## src/rtl/actor_motion_ctrl.sv

```systemverilog
// Moves one sprite actor through the pillar-grid arena and produces its sprite ROM address.
// Define CORNER_SLIDE_EN to let an actor slide around a single pillar corner.
module actor_motion_ctrl #(
   parameter int unsigned TILE_LOG2   = 4,
   parameter int unsigned ARENA_X0    = 48,
   parameter int unsigned ARENA_Y0    = 32,
   parameter int unsigned ARENA_X1    = 576,
   parameter int unsigned ARENA_Y1    = 448,
   parameter int unsigned SPR_W       = 16,
   parameter int unsigned SPR_H       = 25,
   parameter int unsigned HB_OFF      = 9,
   parameter int unsigned STEP_TICKS  = 1200000,
   parameter int unsigned FRAME_TICKS = 12500000,
   parameter int unsigned INIT_X      = 64,
   parameter int unsigned INIT_Y      = 23
) (
   input  logic        clk,
   input  logic        reset,
   input  logic [9:0]  x,
   input  logic [9:0]  y,
   input  logic        dir_valid,
   input  logic [1:0]  dir,
   input  logic        blocked,
   input  logic        freeze,
   input  logic [1:0]  speed,
   output logic [9:0]  x_a,
   output logic [9:0]  y_a,
   output logic        actor_on,
   output logic        hb_on,
   output logic [11:0] rom_addr,
   output logic        step_pulse
);
   localparam int unsigned STEP_W = $clog2(STEP_TICKS + 1);
   localparam int unsigned FRM_W  = $clog2(FRAME_TICKS + 1);
   localparam logic [1:0] DIR_UP    = 2'b00;
   localparam logic [1:0] DIR_RIGHT = 2'b01;
   localparam logic [1:0] DIR_DOWN  = 2'b10;
   localparam logic [1:0] DIR_LEFT  = 2'b11;

   logic [STEP_W-1:0] step_cnt, period;
   logic [FRM_W-1:0]  frm_cnt;
   logic [1:0]        phase;
   logic [3:0]        frame, frame_nxt, walk, base;
   logic              mirror;
   logic              tick, frm_tick;
   logic [9:0]        cand_x, cand_y, mv_x, mv_y;
   logic [9:0]        a_x, a_y, b_x, b_y;
   logic              a_hit, b_hit, mv_ok;
   logic [9:0]        dx, dy, col;

   // Pillars sit where both arena-relative coordinates have the tile bit set.
   function automatic logic is_pillar(input logic [9:0] px, input logic [9:0] py);
      logic [9:0] rx, ry;
      rx = px - 10'(ARENA_X0);
      ry = py - 10'(ARENA_Y0);
      return |(((rx & ry) >> TILE_LOG2) & 10'd1);
   endfunction

   function automatic logic in_arena(input logic [9:0] px, input logic [9:0] py);
      return (px >= 10'(ARENA_X0)) && (px <= 10'(ARENA_X1 - SPR_W)) &&
             (py >= 10'(ARENA_Y0 - HB_OFF)) && (py <= 10'(ARENA_Y1 - SPR_H));
   endfunction

   always_comb begin
      period = STEP_W'(STEP_TICKS >> speed);
      if (period == '0) period = STEP_W'(1);
   end

   assign tick     = dir_valid && (step_cnt >= period - STEP_W'(1));
   assign frm_tick = dir_valid && (frm_cnt >= FRM_W'(FRAME_TICKS - 1));

   always_comb begin
      cand_x = x_a;
      cand_y = y_a;
      case (dir)
         DIR_UP:    cand_y = y_a - 10'd1;
         DIR_RIGHT: cand_x = x_a + 10'd1;
         DIR_DOWN:  cand_y = y_a + 10'd1;
         default:   cand_x = x_a - 10'd1;
      endcase
   end

   // Leading-edge corners of the candidate hitbox: a is the left/top one, b the right/bottom one.
   assign a_x   = (dir == DIR_RIGHT) ? cand_x + 10'(SPR_W - 1) : cand_x;
   assign a_y   = (dir == DIR_DOWN)  ? cand_y + 10'(SPR_H - 1) : cand_y + 10'(HB_OFF);
   assign b_x   = (dir == DIR_LEFT)  ? cand_x : cand_x + 10'(SPR_W - 1);
   assign b_y   = (dir == DIR_UP)    ? cand_y + 10'(HB_OFF) : cand_y + 10'(SPR_H - 1);
   assign a_hit = is_pillar(a_x, a_y);
   assign b_hit = is_pillar(b_x, b_y);

   always_comb begin
      mv_ok = 1'b0;
      mv_x  = cand_x;
      mv_y  = cand_y;
      if (in_arena(cand_x, cand_y) && !a_hit && !b_hit) begin
         mv_ok = 1'b1;
      end
`ifdef CORNER_SLIDE_EN
      // Slide toward the free corner; the pixel just beyond that corner must be clear too.
      else if (in_arena(cand_x, cand_y) && (a_hit != b_hit)) begin
         if (!dir[0]) begin
            mv_y  = y_a;
            mv_x  = a_hit ? x_a + 10'd1 : x_a - 10'd1;
            mv_ok = a_hit ? !is_pillar(b_x + 10'd1, b_y) : !is_pillar(a_x - 10'd1, a_y);
         end else begin
            mv_x  = x_a;
            mv_y  = a_hit ? y_a + 10'd1 : y_a - 10'd1;
            mv_ok = a_hit ? !is_pillar(b_x, b_y + 10'd1) : !is_pillar(a_x, a_y - 10'd1);
         end
         mv_ok = mv_ok && in_arena(mv_x, mv_y);
      end
`endif
   end

   always_comb begin
      walk = 4'd0;
      if (phase == 2'd1) walk = 4'd1;
      else if (phase == 2'd3) walk = 4'd2;
      case (dir)
         DIR_UP:   base = 4'd0;
         DIR_DOWN: base = 4'd6;
         default:  base = 4'd3;
      endcase
      frame_nxt = freeze ? 4'd9 : base + walk;
   end

   always_ff @(posedge clk or posedge reset) begin
      if (reset) begin
         x_a        <= 10'(INIT_X);
         y_a        <= 10'(INIT_Y);
         step_cnt   <= '0;
         frm_cnt    <= '0;
         phase      <= 2'd0;
         frame      <= 4'd0;
         mirror     <= 1'b0;
         step_pulse <= 1'b0;
      end else begin
         step_pulse <= 1'b0;
         if (!dir_valid || tick) step_cnt <= '0;
         else                    step_cnt <= step_cnt + STEP_W'(1);
         if (tick && !freeze && !blocked && mv_ok) begin
            x_a        <= mv_x;
            y_a        <= mv_y;
            step_pulse <= 1'b1;
         end
         if (!dir_valid || frm_tick) frm_cnt <= '0;
         else                        frm_cnt <= frm_cnt + FRM_W'(1);
         if (!dir_valid)    phase <= 2'd0;
         else if (frm_tick) phase <= phase + 2'd1;
         frame  <= frame_nxt;
         mirror <= (dir == DIR_LEFT) && !freeze;
      end
   end

   // Pixel-side lookup; rom_addr is meaningful only while actor_on.
   assign dx       = x - x_a;
   assign dy       = y - y_a;
   assign actor_on = (dx < 10'(SPR_W)) && (dy < 10'(SPR_H));
   assign hb_on    = (dx < 10'(SPR_W)) && (dy >= 10'(HB_OFF)) && (dy < 10'(SPR_H));
   assign col      = mirror ? 10'(SPR_W - 1) - dx : dx;
   assign rom_addr = 12'((12'(dy) + 12'(frame) * 12'(SPR_H)) * 12'(SPR_W)) + 12'(col);

endmodule

```

## config.mk

```make
export PLATFORM = sky130hd
export DESIGN_NAME = actor_motion_ctrl
export DESIGN_NICKNAME = d
export VERILOG_FILES = /design/src/rtl/actor_motion_ctrl.sv
export SDC_FILE = /design/constraint.sdc
export NUM_CORES = 1
export LEC_CHECK = 0
export CAP_MARGIN = 20
export CORE_MARGIN = 2
export CORE_UTILIZATION = 55
export CTS_CLUSTER_DIAMETER = 60
export CTS_CLUSTER_SIZE = 20
export DETAILED_ROUTE_END_ITERATION = 6
export GPL_TIMING_DRIVEN = 0
export PLACE_DENSITY = 0.83
export SYNTH_ARGS = -nofsm -noshare
export SYNTH_HDL_FRONTEND = slang
export SYNTH_SLANG_ARGS = --single-unit
```

## constraint.sdc

```tcl
create_clock -name clk -period 8.9 [get_ports clk]
set_input_delay 1.78 -clock clk [delete_from_list [all_inputs] [get_ports clk]]
set_output_delay 1.78 -clock clk [all_outputs]
set_load 0.005 [all_outputs]
```

# ---- Word level (Yosys, flattened, before mapping)
# Cells that the tools add are included.
dict set report totals {
  wordCells 90
  out_inout_bits 35
  in_bits 29
  ff_bits 73
}
dict set report classes {
  bitwise_logic 2
  reduce_logical 24
  multipliers 1
  eq_ne 6
  n_mux 18
  n_lt_le_gt_ge 9
  shift 1
  n_addsub 21
}
# operator count
set op_table {}
lappend op_table {{21-bit 2-to-1 mux} 2}
lappend op_table {{10-bit case mux with 2 select lines} 2}
lappend op_table {{24-bit by 1-bit adder with 24-bit output (second input constant)} 1}
lappend op_table {{24-bit >= comparator (second input constant)} 1}
lappend op_table {{24-bit 2-to-1 mux} 1}
lappend op_table {{21-bit by 1-bit adder with 21-bit output (second input constant)} 1}
lappend op_table {{21-bit >= comparator} 1}
lappend op_table {{21-bit zero test} 1}
lappend op_table {{21-bit by 2-bit >> shifter with 21-bit output (first input constant)} 1}
lappend op_table {{21-bit by 1-bit subtractor with 21-bit output (second input constant)} 1}
lappend op_table {{10-bit by 1-bit adder with 10-bit output (second input constant)} 2}
lappend op_table {{10-bit by 5-bit less-than comparator with 1-bit output (second input constant)} 2}
lappend op_table {{5-bit 2-to-1 mux} 4}
lappend op_table {{10-bit by 1-bit subtractor with 10-bit output (second input constant)} 2}
lappend op_table {{10-bit subtractor} 2}
lappend op_table {{1-bit logical AND} 14}
lappend op_table {{12-bit by 10-bit adder with 12-bit output} 1}
lappend op_table {{5-bit by 4-bit adder with 5-bit output (second input constant)} 2}
lappend op_table {{5-bit AND} 2}
lappend op_table {{10-bit by 4-bit >= comparator with 1-bit output (second input constant)} 1}
lappend op_table {{10-bit by 5-bit >= comparator with 1-bit output (second input constant)} 1}
lappend op_table {{10-bit by 6-bit >= comparator with 1-bit output (second input constant)} 1}
lappend op_table {{10-bit less-or-equal comparator (second input constant)} 1}
lappend op_table {{10-bit by 9-bit less-or-equal comparator with 1-bit output (second input constant)} 1}
lappend op_table {{other kinds (20)} 34}

# ---- Longest topological paths before layout
# Gate-level depths: netlist of the first run.
dict set report depth {
  ltp_word 13
  depth_mapped 20
  ltp_nobuf 20
}

# ---- Worst setup path after synthesis of the first run
# No wires, ideal clock.
dict set report synth_path {
  path_kind {in2out}
  start {input x[0]}
  end {output rom_addr[11]}
  t_arrival_ns 4.917
  required_time_ns 7.120
  slack_ns 2.203
  path_stages 20
  path_buffers 0
  path_cell_list {inv_1 -> ha_1 -> inv_1 -> fa_1 -> a21o_1 -> a21oi_1 -> xnor2_1 -> inv_1 -> ha_1 -> nand2_1 -> o21ai_0 -> ha_1 -> a21o_1 -> a21oi_1 -> o21bai_1 -> a21oi_1 -> nor2b_1 -> o21ai_0 -> xnor2_1 -> xnor2_1}
}
dict set report synth_via {
  elab_chain_len 4
}
# element line_no
set synth_lines {}
lappend synth_lines {{start, declared} 19} ;# input logic [9:0] x,
lappend synth_lines {{10-bit subtractor (*)} 156} ;# assign dx = x - x_a;
lappend synth_lines {{4-bit by 10-bit subtractor with 10-bit output} 160} ;# assign col = mirror ? 10'(SPR_W - 1) - dx : dx;
lappend synth_lines {{10-bit 2-to-1 mux (*)} 160}
lappend synth_lines {{12-bit by 10-bit adder with 12-bit output (*)} 161} ;# assign rom_addr = 12'((12'(dy) + 12'(frame) * 12'(SPR_H)) * 12'(SPR_W)) + 12'(col);
lappend synth_lines {{end, declared} 30} ;# output logic [11:0] rom_addr,
# Mark *: on every way between the ends. The rest lies on a longest branch, timed or not.

# ---- Final worst setup path of the first run
dict set report layout_path {
  start {input x[1]}
  end {output rom_addr[11]}
}
# Same word-level chain as after synthesis.

==> summary.md, run 1 <==
The die is 113.2 um wide. Summing the areas of all fa, ha and maj instances in the mapped netlist gives 19.52% of the synthesized area. The run gives 0.9258 as the global placer's final weighted congestion. The critical path is of the in -> out type. For this run, design rule violations remaining after detail routing come to 5.

Counting every net in the synthesized netlist gives 865. The number of DRC markers in iteration 0 was 287; the routed length on met3 was 483 um. The clock transition at the registers of the reported paths was 0.06 ns; the number of warning messages in the yosys log was 0. For the maximum VDD drop, the log shows 0.00009096 V.

Power spread over the standard cell area amounts to 148.4 nW/um^2. The region available for standard cell placement spans 11520 sq um. The y dimension of the die was 113.2 um; the number of antenna-violating nets in the routed design was 0. Summing the sequential cell areas from Yosys gives 27.93% of the chip area. The area of combinational cells with multiple inputs was 4418 sq um; the worst-case clock buffer depth was 2. The number of detailed-routing iterations run before antenna repair was 6. The worst hold path stage count came out at 1. Of the available clock period, the critical path in the final layout requires 91.68%. Top achievable clock speed: 122.6 MHz. Once placement finished, the instance area stood at 7365 sq um. Dividing the detail-routed via count by the number of cells gives 5.852. The via count of the first global-routing pass was 5618.

The tools report the maximum number of pins on one net before global-route repair as 74. After filler insertion, the fill cell instance count of the layout stands at 920. The top-level I/O count came out at 64. Counting the buffers created by CTS gives 9. The flip-flop and latch count after synthesis was 73. The residual overflow from global routing was 0. CTS placed an instance of sky130_fd_sc_hd__clkbuf_16 at the clock tree root. The final layout contains 938 nets.

Once the floorplan was initialized, standard cells occupied 56.99% of the core. The worst setup path is captured at an output port. Setup repair after global routing left no endpoint under its margin.

In this run the cell area of the synthesized design comes to 6563 sq um. The run finished, with violations left. Synthesis produced 739 cells. The cell count of the worst reg-to-reg path was 10; the maximum net fanout on the critical path was 4. TritonCTS built the clock tree. The synthesized design contains 0 enable-type register cells. The complex-gate fraction of the synthesized area was 15.54%; the wire length of the first global-routing pass was 25660 um. Predominant post-synthesis flop cell: sky130_fd_sc_hd__dfrtp_1. The tools report the buffers inserted during post-CTS setup optimization as 0.

The all-layer global routing usage came out at 24.30%. The largest total area in the synthesized netlist belongs to sky130_fd_sc_hd__dfrtp_1. The worst-margin pin slew was 0.8930 ns. In this run the worst setup path begins at x[1]. In this run, distinct cell masters in the synthesized netlist total 65. CTS saw 73 sinks.

The wire length after detailed routing was 14990 um; the reported max-cap violation count was 0. The hold violation count in the final report was 0. Dominant combinational cell family by area after synthesis: adder cells. After legalization and detailed placement, the total HPWL measured 11730 um. The path class of the tightest hold or removal check is reg -> reg. Data on the critical path arrives at its endpoint at 6.38 ns. The post-route minimum period is 8.159 ns, and the final non-filler cell area is 7656 sq um. For the aggregate negative setup slack, the log shows 0 ns.

Number of rows created at floorplan: 39. Relative to the synthesized area, the layout overhead comes to 16.66%. The H-tree was split into 3 levels. The die covers 12820 sq um. Most frequent standard cell in the layout excluding fill and tap cells: sky130_fd_sc_hd__ha_1. The async set-or-reset flop fraction in the synthesized netlist was 100.0%. The simple-gate area share of the yosys netlist is 17.43%, and the clock insertion delay at the later pin of the skew report is 0.34 ns. The final reports fail on design-rule violations. In the layout the commonest cells are 88 x sky130_fd_sc_hd__ha_1, 76 x sky130_fd_sc_hd__nor2_1, 68 x sky130_fd_sc_hd__dfrtp_1. The post-cts gate resize count was 0. In this run the most critical hold path is launched from step_cnt[0]. In the synthesized netlist, mux cells make up 2.688% of the area. 0 antenna diodes ended up in the layout. The tools report the startpoint kind of the worst setup timing path as an input port. Startpoint of the lowest-slack register-to-register path: x_a[1]. STA puts the critical path data required time at 7.12 ns. In the final layout, flip-flops and latches occupy 1833 sq um.

After detailed routing, the met2 layer carries 7537 um of wire. The utilization of the core after routing came out at 66.48%. The clock arrives with 0.008068 ns of skew. For the hold buffer count at CTS, the log shows 0. The initial antenna violation count was 0. After detailed routing, the wire length on met1 is 6690 um. Number of port buffers: 62. Summed over its instances, the top area cell type makes up 25.93% of the synthesized netlist area. A synthesized cell averages 8.880 sq um. In the post-synthesis netlist, the biggest area contributors are sky130_fd_sc_hd__dfrtp_1 26%, sky130_fd_sc_hd__ha_1 17%, sky130_fd_sc_hd__xnor2_1 6.7%, sky130_fd_sc_hd__xor2_1 5.5%, sky130_fd_sc_hd__nor2_1 4.3%.

The tools report the worst slew margin relative to its limit as 40.47%. Post-synthesis share of cell area spent on xor and xnor gates: 12.14%. The analysis attributes to cell leakage a power of 3.602 nW. Setup violations remaining at the end of the flow were counted as 0. The average wire length per cell after detail routing was 15.61 um; the fraction of final layout cells with drive strength greater than 1 was 5.018%. The highest metal layer used by the detailed router was met4. The count of final max-slew check failures is 0, and the overall via count from detail_route is 5618.
## final timing paths
path | to | slack [ns]
hold reg to reg | step_cnt[0] | 0.48
setup / recovery | rom_addr[11] | 0.74
max in group asynchronous | step_cnt[10] | 6.33
min in group asynchronous | frm_cnt[19] | 1.97
setup reg to reg | y_a[3] | 5.24
hold / removal | step_cnt[0] | 0.48
## flip-flops by register name, indices dropped and copies added, names as in the netlist
register / count
frame: 4
x_a: 10
frm_cnt: 24
step_pulse: 1
y_a: 10
step_cnt: 21
mirror: 1
phase: 2
## cell families (layout without fill, tap and decap cells)
logic type,after synthesis,count (layout)
AOI/OAI and AO/OA,154,154
xor gates and xnor gates,91,91
adders and majority gates,97,97
buffers and inverters,81,159
DFF,73,73
muxes,15,15
and+or+nand+nor,228,228
## critical path, cell delays in order
cell	delay, ns
sky130_fd_sc_hd__clkdlybuf4s50_1	0.46
sky130_fd_sc_hd__ha_1	0.30
sky130_fd_sc_hd__nor2b_1	0.13
sky130_fd_sc_hd__o21ai_0	0.21
sky130_fd_sc_hd__a21boi_0	0.12
sky130_fd_sc_hd__o21ai_0	0.25
sky130_fd_sc_hd__nand2b_1	0.10
sky130_fd_sc_hd__xnor2_1	0.31
sky130_fd_sc_hd__ha_1	0.30
sky130_fd_sc_hd__nand2_1	0.05
sky130_fd_sc_hd__o21ai_0	0.11
sky130_fd_sc_hd__ha_1	0.33
sky130_fd_sc_hd__a21o_1	0.19
sky130_fd_sc_hd__a21oi_1	0.24
sky130_fd_sc_hd__o21bai_1	0.12
sky130_fd_sc_hd__a21oi_1	0.24
sky130_fd_sc_hd__nor2b_1	0.08
sky130_fd_sc_hd__o21ai_0	0.23
sky130_fd_sc_hd__xnor2_1	0.17
sky130_fd_sc_hd__xnor2_1	0.13
sky130_fd_sc_hd__clkdlybuf4s50_1	0.51
## layer usage
| metal | vias up | global-route usage, % |
|---|---|---|
| li1 | 2755 | - |
| met4 | 0 | 7.805 |
| met3 | 28 | 3.321 |
| met5 | - | 0 |
| met1 | 2722 | 31.06 |
| met2 | 113 | 42.63 |
## where the power goes
group / total [W] / internal (W) / switching (W)
combinational: 0.000434 / 0.000233 / 0.000201
clock: 0.000359 / 0.000197 / 0.000162
sequential: 0.000343 / 0.000337 / 0.00000543
## synth_stat cells (3+ instances only)
master and instances:
sky130_fd_sc_hd__and3_1 11, sky130_fd_sc_hd__a31oi_1 7, sky130_fd_sc_hd__o22ai_1 5, sky130_fd_sc_hd__nor2b_1 8, sky130_fd_sc_hd__nand3_1 32, sky130_fd_sc_hd__inv_1 68
sky130_fd_sc_hd__o31ai_1 6, sky130_fd_sc_hd__mux2i_1 7, sky130_fd_sc_hd__fa_1 9, sky130_fd_sc_hd__nand2_1 34, sky130_fd_sc_hd__nand4_1 9, sky130_fd_sc_hd__a211oi_1 6
sky130_fd_sc_hd__xnor2_1 50, sky130_fd_sc_hd__o211ai_1 6, sky130_fd_sc_hd__buf_2 3, sky130_fd_sc_hd__o21ai_0 26, sky130_fd_sc_hd__dfrtp_1 68, sky130_fd_sc_hd__nand2b_1 7
sky130_fd_sc_hd__nor4_1 4, sky130_fd_sc_hd__and4_1 5, sky130_fd_sc_hd__xor2_1 41, sky130_fd_sc_hd__clkbuf_1 8, sky130_fd_sc_hd__or2_2 4, sky130_fd_sc_hd__o21a_1 9
sky130_fd_sc_hd__o211a_1 4, sky130_fd_sc_hd__nor3_1 17, sky130_fd_sc_hd__a21oi_1 38, sky130_fd_sc_hd__dfstp_2 5, sky130_fd_sc_hd__mux2_4 3, sky130_fd_sc_hd__o21bai_1 9
sky130_fd_sc_hd__or3_1 4, sky130_fd_sc_hd__or4_1 3, sky130_fd_sc_hd__a21o_1 17, sky130_fd_sc_hd__nor2_1 76, sky130_fd_sc_hd__ha_1 88
## metrics by stage
stage               hold WS, ns  setup slack (ns)  total power (W)  cells
floorplan                0.4479             2.204        0.0006195    739
global placement         0.4627            0.9554        0.0007645    944
detailed placement       0.4772            0.8114        0.0007797    944
CTS                      0.4867            0.7938         0.001137    960
global route             0.5089            0.3735         0.001205    960
finish                   0.4832            0.7409         0.001136    960
## area by class of cell
type	count	area share (%)
inverters	68	3.367
flip-flops and latches	73	23.94
clock buffers	9	2.942
well taps	143	2.337
repair buffers	62	8.106
plain buffers	13	0.7354
multi-input cells	585	57.71
clock inverters	7	0.8662
No activity file was read; power rests on OpenSTA's default activity.
==> inputs of run 2 (changes only) <==
--- a/config.mk
+++ b/config.mk
@@ -5,7 +5,7 @@
 export SDC_FILE = /design/constraint.sdc
 export NUM_CORES = 1
 export LEC_CHECK = 0
-export CAP_MARGIN = 20
+export CAP_MARGIN = 40
 export CORE_MARGIN = 2
 export CORE_UTILIZATION = 55
 export CTS_CLUSTER_DIAMETER = 60
==> summary.md, run 2 (same netlist as run 1, synthesis figures left out) <==
Summing internal, switching and leakage power gives 0.001169 W. The run gives 5573 as the via count of the first global-routing pass. In the routed design, unresolved DRC markers number 5. From bottom edge to top edge, the die measures 113.2 um. The logs give 0.34 ns for the clock insertion delay at the later pin of the skew report and 0 ns for the aggregate negative setup slack. TritonCTS built the clock tree. The detail route stage leaves a number of antenna-violating nets equal to 0. Across every metal layer, demand over resource in global routing totals 23.97%. The initial utilization of the core area, before any placement, comes to 56.99%. Along the worst path, the maximum fanout reaches 4.

Summed over all nets, the half-perimeter wirelength after detailed placement is 11780 um. After detailed routing, the number of vias per cell comes to 5.845. The area overhead of the layout relative to synthesis is 17.39%, and the worst-case clock buffer depth is 2. The tools report the wire length after detailed routing as 14980 um. Summing all flip-flop and latch instances after layout gives 1833 sq um. The setup slack after placement is 0.8323 ns.

The run gives 0 as the reported max-cap violation count. At the end of routability-driven placement, the weighted congestion stood at 0.9258. 0 antenna diodes ended up in the layout. Setup slack on the critical path of the routed design comes to 0.8025 ns. Post-cts gate resize count: 0. The CTS sink count was 73; the number of rows created at floorplan was 39. The overall via count from detail_route is 5617. The tools report the required time of the worst setup path as 7.12 ns. The register with the most flip-flops in the final layout is frm_cnt. The checks that failed: design-rule violations. For the static power due to leakage, the log shows 3.620 nW. After detailed placement, the total cell area comes to 7385 sq um. The endpoint class of the critical path was an output port. The worst clock skew came out at 0.006210 ns. The register with the most flip-flops in the layout has 24 of them. The startpoint kind of the worst setup timing path is an input port. The logs give 4418 sq um for the area of combinational cells with multiple inputs and 25410 um for the wire length of the first global-routing pass.

The largest registers in the layout are frm_cnt: 24 flops, step_cnt: 21 flops. Root buffer cell: sky130_fd_sc_hd__clkbuf_16. For this design the ratio of total power to cell area is 151.7 nW/um^2. The worst slew margin relative to its limit is 56.15%, and the fraction of final layout cells with drive strength greater than 1 is 5.012%.

Global routing finished with a remaining overflow of 0. For the final non-filler cell area, the log shows 7704 sq um. Leaving out fill and tap cells, the most frequent cell in the layout is sky130_fd_sc_hd__ha_1. After floorplanning, the core was sized to cover 11520 sq um.

The tools report the initial antenna violation count as 0. The top-level I/O count was 64. The logs give 66.89% for the utilization of the core after routing and 0 for the hold violation count in the final report. The run finished, with violations left. The die covers 12820 sq um. The first detailed-routing pass ran for 7 iterations. The tools report the layout net count as 939. The worst hold-check path type is reg -> reg. The post-route minimum period works out to 8.097 ns. The die width is 113.2 um. Critical path arrival: 6.32 ns. The top achievable clock speed was 123.5 MHz; the final-layout fill cell count was 937. Clock transition at the registers of the reported paths: 0.06 ns.

The logs give 0 for the count of final max-slew check failures and 0 for the buffers inserted during post-CTS setup optimization. For the maximum VDD drop, the log shows 0.0001080 V. The H-tree was split into 3 levels.

In this run, CTS created clock tree buffers numbering 9. Buffers placed on the I/O ports in this run total 62. Entering global routing, the biggest net connects 45 pins. Number of DRC markers in iteration 0: 263. In this run, post-CTS hold repair placed 0 buffers. The worst-margin pin slew is 0.6542 ns.

The final critical-path share of the clock period works out to 90.98%. Dividing the detail-routed wire length by the instance count gives 15.59 um. Setup repair after global routing left no endpoint under its margin. Kind of critical path: in -> out.

Setup violations remaining at the end of the flow were counted as 0. In the layout the commonest cells are 88 x sky130_fd_sc_hd__ha_1, 76 x sky130_fd_sc_hd__nor2_1, 68 x sky130_fd_sc_hd__dfrtp_1.
==> run 2: metrics by stage <==
stage / hold slack, ns / cells
global placement: 0.4627 / 944
CTS: 0.4864 / 961
finish: 0.4875 / 961
detailed placement: 0.4784 / 945
global route: 0.4948 / 961
floorplan: 0.4479 / 739
==> run 2: where the power goes <==
part	switching (W)	leakage (nW)	internal, W
combinational	0.000200	2.53	0.000234
sequential	0.00000553	0.940	0.000338
clock	0.000145	0.153	0.000247
==> run 2: area by class of cell <==
class / instances / area share (%)
Multi-Input combinational cell: 585 / 57.35
Sequential cell: 73 / 23.79
Timing Repair Buffer: 63 / 8.316
Inverter: 68 / 3.346
Clock buffer: 10 / 2.972
Tap cell: 143 / 2.323
Clock inverter: 6 / 1.169
Buffer: 13 / 0.7309
==> run 2: worst paths after layout <==
check | end | depth (start not counted) | slack, ns | startpoint
max | rom_addr[11] | 21 | 0.80 | x[1]
min | frm_cnt[0] | 1 | 0.49 | frm_cnt[0]
max reg2reg | x_a[3] | 10 | 5.28 | x_a[1]
min reg2reg | frm_cnt[0] | 1 | 0.49 | frm_cnt[0]
max in group asynchronous | x_a[6] | 3 | 6.50 | reset
min in group asynchronous | step_cnt[6] | 2 | 1.79 | reset
==> run 2: layer usage <==
metal | GRT usage [%] | routed length [um]
met5 | 0 | 0
met4 | 6.829 | 254
met3 | 2.785 | 598
met2 | 43.71 | 7683
met1 | 29.89 | 6441
==> run 2: critical path, cell delays in order <==
cell                              delay, ns
sky130_fd_sc_hd__clkdlybuf4s50_1       0.47
sky130_fd_sc_hd__ha_1                  0.31
sky130_fd_sc_hd__nor2b_1               0.13
sky130_fd_sc_hd__o21ai_0               0.20
sky130_fd_sc_hd__a21boi_0              0.11
sky130_fd_sc_hd__o21ai_0               0.24
sky130_fd_sc_hd__nand2b_1              0.10
sky130_fd_sc_hd__xnor2_1               0.31
sky130_fd_sc_hd__ha_1                  0.30
sky130_fd_sc_hd__nand2_1               0.05
sky130_fd_sc_hd__o21ai_0               0.12
sky130_fd_sc_hd__ha_1                  0.33
sky130_fd_sc_hd__a21o_1                0.19
sky130_fd_sc_hd__a21oi_1               0.23
sky130_fd_sc_hd__o21bai_1              0.11
sky130_fd_sc_hd__a21oi_1               0.24
sky130_fd_sc_hd__nor2b_1               0.09
sky130_fd_sc_hd__o21ai_0               0.21
sky130_fd_sc_hd__xnor2_1               0.17
sky130_fd_sc_hd__xnor2_1               0.13
sky130_fd_sc_hd__clkdlybuf4s50_1       0.51
==> inputs of run 3 (changes only) <==
--- a/config.mk
+++ b/config.mk
@@ -13,6 +13,7 @@
 export DETAILED_ROUTE_END_ITERATION = 6
 export GPL_TIMING_DRIVEN = 0
 export PLACE_DENSITY = 0.83
+export SETUP_SLACK_MARGIN = 0.05
 export SYNTH_ARGS = -nofsm -noshare
 export SYNTH_HDL_FRONTEND = slang
 export SYNTH_SLANG_ARGS = --single-unit
==> results of run 3 <==
No change in the layout: final DEF, timing and power equal those of run 2.
==> edit, RTL diff (config.mk and constraints of run 1) <==
The parameter `FRAME_TICKS` goes from 12500000 to 25000000.
--- a/src/rtl/actor_motion_ctrl.sv
+++ b/src/rtl/actor_motion_ctrl.sv
@@ -12,3 +12,3 @@
    parameter int unsigned STEP_TICKS  = 1200000,
-   parameter int unsigned FRAME_TICKS = 12500000,
+   parameter int unsigned FRAME_TICKS = 25000000,
    parameter int unsigned INIT_X      = 64,
Function: no difference found for any inputs over 10 cycles, from zero or initial values and one cycle with reset high; that may be too few to reach the edited logic, so the function may still have changed.
==> edit against run 1 <==
  * Clock skew decreased by 0.0014 ns
  * Final cell count increased by 1.9%
  * Critical path depth decreased by 1
  * Wire length decreased by 2.6%
  * Sequential cell count increased by 1
  * First-iteration DRC count decreased by 1.7%
  * Core utilization decreased by 0.99 points
  * Total power increased by 0.91%
  * Setup slack improved by 0.037 ns
  * Global-route usage decreased by 0.82 points
  * Die area increased by 2.0%
  * Final area increased by 2.3%
  * Area after synthesis increased by 2.1%
  * Combinational power decreased by 8.1%
  * Critical endpoint unchanged
==> edit: results (changes against run 1) <==
| Metric | Value |
|---|---|
| Status | completed (was complete, but fails checks) |
| Critical R2R Capture | y_a[7]$_DFFE_PP0P_ (was y_a[3]$_DFFE_PP0P_) |
| Tot GR Track Use | 23.5% (was 24.3%) |
| First-pass GRT wire length | 24800 um (was 25700 um) |
| Top cells by count, synth | 88 x ha_1, 84 x nor2_1, 69 x dfrtp_1, 69 x inv_1, 58 x xnor2_1 (was 88 x ha_1, 76 x nor2_1, 68 x dfrtp_1, 68 x inv_1, 50 x xnor2_1) |
| Placed Instance Area | 7500 um^2 (was 7360 um^2) |
| Post-Synthesis Net Count | 878 (was 865) |
| Clk buf depth | 2 (unchanged) |
| Largest net degree at the start of global routing | 75 (was 74) |
| Max-slew headroom | 39.6% (was 40.5%) |
| Hpwl dp | 11100 um (was 11700 um) |
| Worst Reg2Reg Path Length in Cells | 13 (was 10) |
| CP endpoint | rom_addr[11] (unchanged) |
| Area contributors post-synth | dfrtp_1 26%, ha_1 16%, xnor2_1 7.6% (was dfrtp_1 26%, ha_1 17%, xnor2_1 6.7%) |
| R2R Path Start | x_a[0]$_DFFE_PP0P_ (was x_a[1]$_DFFE_PP0P_) |
| Grt met3 use | 3.44% (was 3.32%) |
| Synth cell types | 71 (was 65) |
| Clk_skew | 0.00667 ns (was 0.00807 ns) |
| Hold Path Depth | 1 (unchanged) |
| Compound-Gate Fraction of Synth Area | 13.8% (was 15.5%) |
| Internal power | 0.803 mW (was 0.768 mW) |
| Hold endpoint | frm_cnt[0]$_DFF_PP0_ (was step_cnt[0]$_DFF_PP0_) |
| Final Instance Count excl. Fillers | 978 (was 960) |
| Ratio of cells with drive above 1 in the final layout | 5.90% (was 5.02%) |
| Largest regs | frm_cnt: 25 flops, step_cnt: 21 flops (was frm_cnt: 24 flops, step_cnt: 21 flops) |
| Register area share after synthesis | 27.7% (was 27.9%) |
| LEAKAGE | 3.61 nW (was 3.60 nW) |
| Mux share of post-synthesis cell area | 3.98% (was 2.69%) |
| Hold Slack | 0.487 ns (was 0.483 ns) |
| Root buffer cell | clkbuf_16 (unchanged) |
| Worst vdd ir | 116 uV (was 91.0 uV) |
| Vias | 5653 (was 5618) |
| Initial DRT Pass Iterations | 5 (was 6) |
| Met2 Resource Use GR | 40.2% (was 42.6%) |
| Fraction of the mapped netlist area in adder cells | 19.1% (was 19.5%) |
| Routed Wire Length | 14600 um (was 15000 um) |
| Initial antenna violation count | 1 (was 0) |
| Crit. Startpoint | x[0] (was x[1]) |
| Worst-path maximum fanout | 3 (was 4) |
| GP Congestion | 0.934 (was 0.926) |
| Syn_area_per_cell | 8.91 um^2 (was 8.88 um^2) |
| Vias in the first global route | 5454 (was 5618) |
| Worst path arrival time | 6.34 ns (was 6.38 ns) |
| Hold_sp | frm_cnt[0]$_DFF_PP0_ (was step_cnt[0]$_DFF_PP0_) |
| Initial DRC count | 282 (was 287) |
edit: logic make-up after synthesis:
family | Yosys count
fa+ha+maj | 97
buf+inv | 87
compound gates | 142
flops | 74
mux | 22
xor+xnor | 98
simple gates | 232
edit: layout make-up:
type	instances	area, um^2
diodes	1	2.50
plain buffers	17	92.6
clock buffers	9	225
clock inverters	7	101
fillers	956	4130
inverters	70	265
multi-input cells	591	4480
flip-flops and latches	74	1860
well taps	147	184
repair buffers	62	621
edit: routing by layer:
layer  part of all wire, %  routed length (um)
met5                     0                   0
met4                   3.1                 448
met3                   4.6                 667
met2                    48                6990
met1                    44                6500
edit: through the flow:
| step | total power, mW | setup WS [ns] | utilization, % |
|---|---|---|---|
| 3_3_place_gp | 0.742 | 0.911 | 62.7 |
| 2_1_floorplan | 0.606 | 2.21 | - |
| 3_5_place_dp | 0.753 | 0.834 | 62.7 |
| 6_report | 1.15 | 0.777 | 65.5 |
| 5_1_grt | 1.22 | 0.433 | 65.5 |
| 4_1_cts | 1.15 | 0.828 | 65.5 |
edit: power groups by stage:
stage                     logic [mW]  registers [mW]  clock network, mW
after global placement         0.389           0.353                  0
after floorplan                0.254           0.352                  0
after detailed placement       0.399           0.354                  0
after CTS                      0.402           0.348              0.405
after global routing           0.448           0.348              0.419
final                          0.399           0.348              0.400
